<file path="config.mk">
export PLATFORM = sky130hd
export DESIGN_NAME = cache_controller_nway
export DESIGN_NICKNAME = d
export VERILOG_FILES = /design/src/rtl/cache_controller_nway_pkg.sv /design/src/rtl/cache_controller_nway_tag_store.sv /design/src/rtl/cache_controller_nway.sv
export SDC_FILE = /design/constraint.sdc
export NUM_CORES = 1
export LEC_CHECK = 0
export BUFFER_PORTS_ARGS = -buffer_cell sky130_fd_sc_hd__clkbuf_2
export CAP_MARGIN = 20
export CORE_ASPECT_RATIO = 0.9
export CORE_MARGIN = 5
export CORE_UTILIZATION = 60
export DETAILED_ROUTE_END_ITERATION = 10
export GPL_ROUTABILITY_DRIVEN = 0
export PLACE_DENSITY = 0.78
export SYNTH_ARGS = -nofsm -noshare
export SYNTH_HDL_FRONTEND = slang
export SYNTH_SLANG_ARGS = --single-unit
</file>
<file path="constraint.sdc">
create_clock -name clk -period 3.7 [get_ports clk]
set_input_delay 0.74 -clock clk [delete_from_list [all_inputs] [get_ports clk]]
set_output_delay 0.74 -clock clk [all_outputs]
set_load 0.02 [all_outputs]
</file>
<file path="src/rtl/cache_controller_nway_pkg.sv">
// Shared definitions for the n-way write-back cache controller.
package cache_controller_nway_pkg;

  typedef enum logic [2:0] {
    S_IDLE   = 3'd0,
    S_LOOKUP = 3'd1,
    S_HIT    = 3'd2,
    S_WB     = 3'd3,
    S_FILL   = 3'd4,
    S_DONE   = 3'd5
  } state_t;

  localparam logic WR = 1'b1;
  localparam logic RD = 1'b0;

  localparam int unsigned DEF_ADDR_WIDTH  = 16;
  localparam int unsigned DEF_INDEX_SIZE  = 3;
  localparam int unsigned DEF_OFFSET_SIZE = 5;

  function automatic int unsigned tag_size(input int unsigned aw, input int unsigned iw,
                                           input int unsigned ow);
    return aw - iw - ow;
  endfunction

  function automatic int unsigned way_bits(input int unsigned ways);
    return (ways == 2) ? 1 : 0;
  endfunction

endpackage

</file>
<file path="src/rtl/cache_controller_nway_tag_store.sv">
// Tag/valid/dirty/LRU storage with combinational compare against the addressed set.
module cache_tag_store
  import cache_controller_nway_pkg::*;
#(
  parameter int unsigned TAG_SIZE   = 8,
  parameter int unsigned INDEX_SIZE = 3,
  parameter int unsigned WAYS       = 2
) (
  input  logic                  clk,
  input  logic                  rst,
  input  logic [INDEX_SIZE-1:0] index,
  input  logic [TAG_SIZE-1:0]   tag,
  output logic                  hit,
  output logic                  hit_way,
  output logic                  victim_way,
  output logic                  victim_dirty,
  output logic [TAG_SIZE-1:0]   victim_tag,
  input  logic                  acc_en,
  input  logic                  acc_way,
  input  logic                  acc_wr,
  input  logic                  clean_en,
  input  logic                  fill_en,
  input  logic                  fill_way
);

  localparam int unsigned SETS = 2 ** INDEX_SIZE;

  logic [TAG_SIZE-1:0] tags  [WAYS][SETS];
  logic [SETS-1:0]     valid [WAYS];
  logic [SETS-1:0]     dirty [WAYS];
  logic                lru_way;
  logic                found;

  // Line state: fill installs a clean line, writeback cleans, CPU write dirties.
  always_ff @(posedge clk) begin
    if (rst) begin
      for (int unsigned w = 0; w < WAYS; w++) begin
        valid[w] <= '0;
        dirty[w] <= '0;
      end
    end else begin
      if (fill_en) begin
        valid[fill_way][index] <= 1'b1;
        dirty[fill_way][index] <= 1'b0;
      end
      if (clean_en) dirty[fill_way][index] <= 1'b0;
      if (acc_en && acc_wr) dirty[acc_way][index] <= 1'b1;
    end
  end

  // Tag array needs no reset; valid bits gate every use.
  always_ff @(posedge clk) begin
    if (fill_en) tags[fill_way][index] <= tag;
  end

  if (WAYS == 2) begin : g_lru
    logic [SETS-1:0] lru;
    // LRU bit names the way to evict next: the one not just accessed.
    always_ff @(posedge clk) begin
      if (rst) lru <= '0;
      else if (acc_en) lru[index] <= ~acc_way;
    end
    assign lru_way = lru[index];
  end else begin : g_no_lru
    assign lru_way = 1'b0;
  end

  // Hit search plus victim choice: lowest invalid way, else the LRU way.
  always_comb begin
    hit        = 1'b0;
    hit_way    = 1'b0;
    victim_way = lru_way;
    found      = 1'b0;
    for (int unsigned w = 0; w < WAYS; w++) begin
      if (!hit && valid[w][index] && (tags[w][index] == tag)) begin
        hit     = 1'b1;
        hit_way = 1'(w);
      end
      if (!found && !valid[w][index]) begin
        found      = 1'b1;
        victim_way = 1'(w);
      end
    end
  end

  assign victim_dirty = valid[victim_way][index] & dirty[victim_way][index];
  assign victim_tag   = tags[victim_way][index];

endmodule

</file>
<file path="src/rtl/cache_controller_nway.sv">
// Write-back cache controller between CPU request port and SDRAM burst port.
module cache_controller_nway
  import cache_controller_nway_pkg::*;
#(
  parameter int unsigned ADDR_WIDTH  = DEF_ADDR_WIDTH,
  parameter int unsigned DATA_WIDTH  = 8,
  parameter int unsigned INDEX_SIZE  = DEF_INDEX_SIZE,
  parameter int unsigned OFFSET_SIZE = DEF_OFFSET_SIZE,
  parameter int unsigned WAYS        = 2,
  parameter int unsigned CS_WAIT     = 4,
  parameter int unsigned SDRAM_LAT   = 2
) (
  input  logic                  clk,
  input  logic                  rst,
  input  logic [ADDR_WIDTH-1:0] Address_cpu,
  input  logic                  wr_rd_cpu,
  input  logic                  cs_cpu,
  output logic                  rdy_cpu,
  output logic [ADDR_WIDTH-1:0] Address_sdram,
  output logic                  wr_rd_sdram,
  output logic                  mstrb_sdram,
  output logic                  mux_sel,
  output logic                  demux_sel,
  output logic                  wen_sram,
  output logic [way_bits(WAYS)+INDEX_SIZE+OFFSET_SIZE-1:0] address_sram,
  output logic [2:0]            current_state
);

  localparam int unsigned TAG_SIZE = tag_size(ADDR_WIDTH, INDEX_SIZE, OFFSET_SIZE);
  localparam int unsigned SRAM_W   = way_bits(WAYS) + INDEX_SIZE + OFFSET_SIZE;
  localparam int unsigned CS_W     = $clog2(CS_WAIT + 1);
  localparam int unsigned LAT_W    = (SDRAM_LAT > 0) ? $clog2(SDRAM_LAT + 1) : 1;

  state_t                 state;
  logic [CS_W-1:0]        cs_cnt;
  logic [OFFSET_SIZE-1:0] beat, next_beat;
  logic [LAT_W-1:0]       lat_cnt;
  logic [TAG_SIZE-1:0]    req_tag, vic_tag;
  logic [INDEX_SIZE-1:0]  req_index;
  logic [OFFSET_SIZE-1:0] req_offset;
  logic                   req_wr, way_q;
  logic                   beat_end, last_beat;
  logic                   hit, hit_way, victim_way, victim_dirty;
  logic [TAG_SIZE-1:0]    victim_tag;

  // Way bit is dropped by the cast when the cache is direct-mapped.
  function automatic logic [SRAM_W-1:0] sram_addr(input logic way,
      input logic [INDEX_SIZE-1:0] idx, input logic [OFFSET_SIZE-1:0] off);
    return SRAM_W'({way, idx, off});
  endfunction

  assign next_beat     = beat + 1'b1;
  assign beat_end      = (lat_cnt == LAT_W'(SDRAM_LAT));
  assign last_beat     = (beat == '1);
  assign current_state = state;

  cache_tag_store #(
    .TAG_SIZE  (TAG_SIZE),
    .INDEX_SIZE(INDEX_SIZE),
    .WAYS      (WAYS)
  ) u_tags (
    .clk         (clk),
    .rst         (rst),
    .index       (req_index),
    .tag         (req_tag),
    .hit         (hit),
    .hit_way     (hit_way),
    .victim_way  (victim_way),
    .victim_dirty(victim_dirty),
    .victim_tag  (victim_tag),
    .acc_en      (state == S_HIT),
    .acc_way     (way_q),
    .acc_wr      (req_wr),
    .clean_en    ((state == S_WB) && beat_end && last_beat),
    .fill_en     ((state == S_FILL) && beat_end && last_beat),
    .fill_way    (way_q)
  );

  // Control FSM; outputs are registered on entry to the state they belong to.
  always_ff @(posedge clk) begin
    if (rst) begin
      state         <= S_IDLE;
      rdy_cpu       <= 1'b1;
      Address_sdram <= '0;
      wr_rd_sdram   <= RD;
      mstrb_sdram   <= 1'b0;
      mux_sel       <= 1'b0;
      demux_sel     <= 1'b0;
      wen_sram      <= 1'b0;
      address_sram  <= '0;
      cs_cnt        <= '0;
      beat          <= '0;
      lat_cnt       <= '0;
      req_tag       <= '0;
      req_index     <= '0;
      req_offset    <= '0;
      req_wr        <= RD;
      vic_tag       <= '0;
      way_q         <= 1'b0;
    end else begin
      mstrb_sdram <= 1'b0;
      wen_sram    <= 1'b0;
      case (state)
        S_IDLE: begin
          if (!cs_cpu) begin
            cs_cnt <= '0;
          end else if (cs_cnt == CS_W'(CS_WAIT - 1)) begin
            cs_cnt     <= '0;
            req_tag    <= Address_cpu[ADDR_WIDTH-1 -: TAG_SIZE];
            req_index  <= Address_cpu[OFFSET_SIZE +: INDEX_SIZE];
            req_offset <= Address_cpu[OFFSET_SIZE-1:0];
            req_wr     <= wr_rd_cpu;
            rdy_cpu    <= 1'b0;
            state      <= S_LOOKUP;
          end else begin
            cs_cnt <= cs_cnt + 1'b1;
          end
        end
        S_LOOKUP: begin
          beat    <= '0;
          lat_cnt <= '0;
          if (hit) begin
            way_q        <= hit_way;
            address_sram <= sram_addr(hit_way, req_index, req_offset);
            wen_sram     <= req_wr;
            mux_sel      <= 1'b0;
            demux_sel    <= 1'b0;
            state        <= S_HIT;
          end else begin
            way_q        <= victim_way;
            mstrb_sdram  <= 1'b1;
            address_sram <= sram_addr(victim_way, req_index, {OFFSET_SIZE{1'b0}});
            if (victim_dirty) begin
              vic_tag       <= victim_tag;
              Address_sdram <= {victim_tag, req_index, {OFFSET_SIZE{1'b0}}};
              wr_rd_sdram   <= WR;
              demux_sel     <= 1'b1;
              mux_sel       <= 1'b0;
              state         <= S_WB;
            end else begin
              Address_sdram <= {req_tag, req_index, {OFFSET_SIZE{1'b0}}};
              wr_rd_sdram   <= RD;
              mux_sel       <= 1'b1;
              demux_sel     <= 1'b0;
              wen_sram      <= 1'b1;
              state         <= S_FILL;
            end
          end
        end
        S_WB: begin
          if (!beat_end) begin
            lat_cnt <= lat_cnt + 1'b1;
          end else begin
            lat_cnt     <= '0;
            beat        <= next_beat;
            mstrb_sdram <= 1'b1;
            if (last_beat) begin
              // Writeback flows straight into the fill burst with no gap.
              Address_sdram <= {req_tag, req_index, {OFFSET_SIZE{1'b0}}};
              address_sram  <= sram_addr(way_q, req_index, {OFFSET_SIZE{1'b0}});
              wr_rd_sdram   <= RD;
              demux_sel     <= 1'b0;
              mux_sel       <= 1'b1;
              wen_sram      <= 1'b1;
              state         <= S_FILL;
            end else begin
              Address_sdram <= {vic_tag, req_index, next_beat};
              address_sram  <= sram_addr(way_q, req_index, next_beat);
            end
          end
        end
        S_FILL: begin
          if (!beat_end) begin
            lat_cnt <= lat_cnt + 1'b1;
          end else begin
            lat_cnt <= '0;
            beat    <= next_beat;
            if (last_beat) begin
              // Replay the original access on the freshly filled way.
              address_sram <= sram_addr(way_q, req_index, req_offset);
              wen_sram     <= req_wr;
              mux_sel      <= 1'b0;
              demux_sel    <= 1'b0;
              state        <= S_HIT;
            end else begin
              mstrb_sdram   <= 1'b1;
              wen_sram      <= 1'b1;
              Address_sdram <= {req_tag, req_index, next_beat};
              address_sram  <= sram_addr(way_q, req_index, next_beat);
            end
          end
        end
        S_HIT: begin
          rdy_cpu   <= 1'b1;
          mux_sel   <= 1'b0;
          demux_sel <= 1'b0;
          state     <= S_DONE;
        end
        S_DONE: begin
          if (!cs_cpu) state <= S_IDLE;
        end
        default: state <= S_IDLE;
      endcase
    end
  end

endmodule

</file>
==> flow_summary.yaml <==
timing:
  fin_crit_sh: 0.9862
  tightestPinTransition_ns: 0.8470
  finalClockSkew_ns: 0.03444
  finalSetupViolations: 0
  hold_viol_final: 0
  whs_ns: 0.4056
  min_period_ns: 3.649
  tns_ns: 0
  max_freq_mhz: 274.0
  fin_ws_ns: 0.05099
  drv_slew: 0
  maxSlewHeadroom: 0.4354
grt:
  grt_max_degree: 71
  grt_usage: 0.3150
  grt_pass1_wl_um: 52510
  antenna_found_initial: 0
  grt_pass1_vias: 8665
  grt.overflow.total: 0
power_and_ir_drop:
  irDropWorstVdd_uv: 427.2
  leakagePower_nw: 4.650
  p_per_area_nw_per_um2: 469.1
floorplanning:
  fp-row-count: 47
  io_pins: 54
  start_util: 0.6076
  core_area_um2: 18290
  die_x_um: 153.5
  die_area_um2: 21350
  die_h_um: 139.1
clock_tree:
  tritoncts: "yes"
  path_clk_slew_ns: 0.07
  cts-buffers-inserted: 24
  cts-htree-levels: 1
  ctsHoldBuffers: 0
  clock-root-buffer: "clkbuf_16"
  clock_sinks: 238
  clock_latency_ns: 0.55
  clockBufferDepth: 3
cells_and_area:
  area_growth_pct: 16.89
  antenna_cells: 0
  final_layout_size_suffix_gt1_frac: 0.2303
  n_fill_cell: 1256
  final_nets: 1100
detailed_routing:
  avgRoutedWirePerCell_um: 25.85
  vias: 9285
  drt_iter0_drc: 1459
  drc_errors: 0
  ant_nets: 0
  routed_wl_um: 34610
  first_pass_iters: 7
  vias_per_cell: 6.934
synth:
  async_flop_share: 0
  yosysWarnings: 0
  syn_area_per_cell_um2: 11.37
  syn_inst: 977
  yosys-top-cells-area: "edfxtp_1, dfxtp_1, mux4_2"
  yosysMostFrequentCell: "edfxtp_1"
  yosysSeqAreaShare: 0.5585
  synth_ff_type: "edfxtp_1"
  synthTopCellsByCount: "edfxtp_1, dfxtp_1, nand2_1"
  synthesis.area_um2: 11110
  synth_top_cell_by_area: "edfxtp_1"
  synth_edf_count: 144
  ys_ff_latch: 238
  synth_nets: 1000
  netlist-cell-type-count: 62
  synth_top_area_share: 0.3891
setup_path:
  cp_max_fo: 15
  critPathLaunchType: "flop"
  critPathKind: "reg2reg"
  arrival_ns: 4.02
  end_kind: "flop"
  cp.required_ns: 4.07
place:
  dp_hpwl_um: 23680
  io_buffer_count: 53
  dp_slack_ns: 0.04958
worst_hold_path:
  hold_path_class: "in2reg"
status:
  status: "completed"
run:
  cap_violations: 0
-- path summary, 6_finish.rpt --
| check | startpoint | endpoint | slack (ns) | cells after the start |
|---|---|---|---|---|
| worst max-delay path | req_index[1]$_SDFFE_PP0P_ | Address_sdram[14]$_SDFFE_PP0P_ | 0.05 | 12 |
| worst min-delay path | Address_cpu[8] | req_tag[0]$_SDFFE_PP0P_ | 0.41 | 3 |
| worst max register to register | req_index[1]$_SDFFE_PP0P_ | Address_sdram[14]$_SDFFE_PP0P_ | 0.05 | 12 |
| worst min register to register | address_sram[6]$_SDFFE_PP0P_ | address_sram[6]$_SDFFE_PP0P_ | 0.46 | 2 |
-- per-stage QoR --
| step | cell area, um2 | util | power (mW) | instances |
|---|---|---|---|---|
| after CTS | 12910 | 0.7060 | 6.078 | 1336 |
| after global routing | 12990 | 0.7102 | 6.283 | 1339 |
| after floorplan | 11110 | - | 3.421 | 977 |
| after global placement | 12070 | 0.6598 | 3.626 | 1292 |
| after detailed placement | 12100 | 0.6614 | 3.645 | 1293 |
| final | 12990 | 0.7102 | 6.093 | 1339 |
-- registers in the layout (all words and copies together), names as in the netlist, 3 cells and up --
signal            cells
Address_sdram        16
cs_cnt                3
req_offset            5
u_tags.dirty         16
u_tags.g_lru.lru      8
beat                  5
address_sram          9
req_tag               8
req_index             3
u_tags.tags         128
vic_tag               8
current_state         3
u_tags.valid         16
-- worst max-delay path, stage by stage (launching register included) --
cell	delay (ns)
dfxtp_4	0.39
buf_4	0.18
nor2_1	0.23
buf_4	0.20
nand2_1	0.08
and4_1	0.27
a21oi_4	0.30
buf_4	0.34
mux2i_1	0.23
o22ai_1	0.10
or4b_2	0.79
a32oi_1	0.25
a311oi_1	0.11
-- power breakdown --
group	switching (mW)	leakage [nW]	internal, mW	total, mW
registers	0.0665	2.28	2.86	2.93
clock network	1.07	0.405	1.40	2.47
logic	0.472	1.96	0.221	0.693
total	1.60	4.65	4.49	6.09
-- cells in the final DEF, fill, tap and decap left out, types with 6 or more instances in the layout --
cell type	netlist	layout
nor2b_1	10	10
o221ai_1	11	11
mux2_2	23	23
a21oi_1	73	73
buf_4	2	87
xnor2_1	9	9
o211ai_1	8	8
a221oi_1	19	19
mux2i_1	50	47
nand2_1	92	92
o21ai_0	42	42
a22o_1	8	8
or3_1	20	20
o22ai_1	21	21
edfxtp_1	144	144
nor3_1	24	23
nor2_1	74	74
a31oi_1	10	10
mux4_2	23	23
a22oi_1	19	19
o21a_1	15	15
inv_1	9	9
clkbuf_2	0	53
a211oi_1	7	7
xor2_1	7	7
dfxtp_1	94	92
clkbuf_16	0	27
o31ai_1	7	7
nand3_1	24	24
a311oi_1	6	6
-- final cells by class --
type	count	area [um2]	share of cell area
Sequential cell	238	6213	0.4784
Clock inverter	13	123.9	0.009537
Inverter	10	37.54	0.002890
Timing Repair Buffer	147	1054	0.08111
Clock buffer	30	685.7	0.05279
Tap cell	245	306.5	0.02360
Multi-Input combinational cell	656	4568	0.3517
-- per-layer routing --
metal  global-route usage  up-vias  routed length (um)  part of all wire
met5                    0        -                   0                 0
met4               0.1078        0                1505             0.043
met3              0.08268      141                4619              0.13
met2               0.4669      762               15100              0.44
met1               0.4548     4441               13390              0.39
li1                     -     3941                   -                 -
-- timing repair --
item,CTS,global route
resized for setup,1,8
pin swaps,0,1
setup endpoints to repair,1,27
endpoints found under the hold margin,0,0
cloned,0,1
buffers inserted,0,2
-- cells by family after synthesis --
| group | synth area share |
|---|---|
| buffers and inverters | 0.03457 |
| adder cells (fa/ha/maj) | 0.003378 |
| XOR/XNOR | 0.01261 |
| AO/OA/AOI/OAI | 0.1574 |
| flip-flops | 0.5585 |
| multiplexers | 0.1173 |
| AND/OR/NAND/NOR | 0.1162 |
No activity file was read; power rests on OpenSTA's default activity.
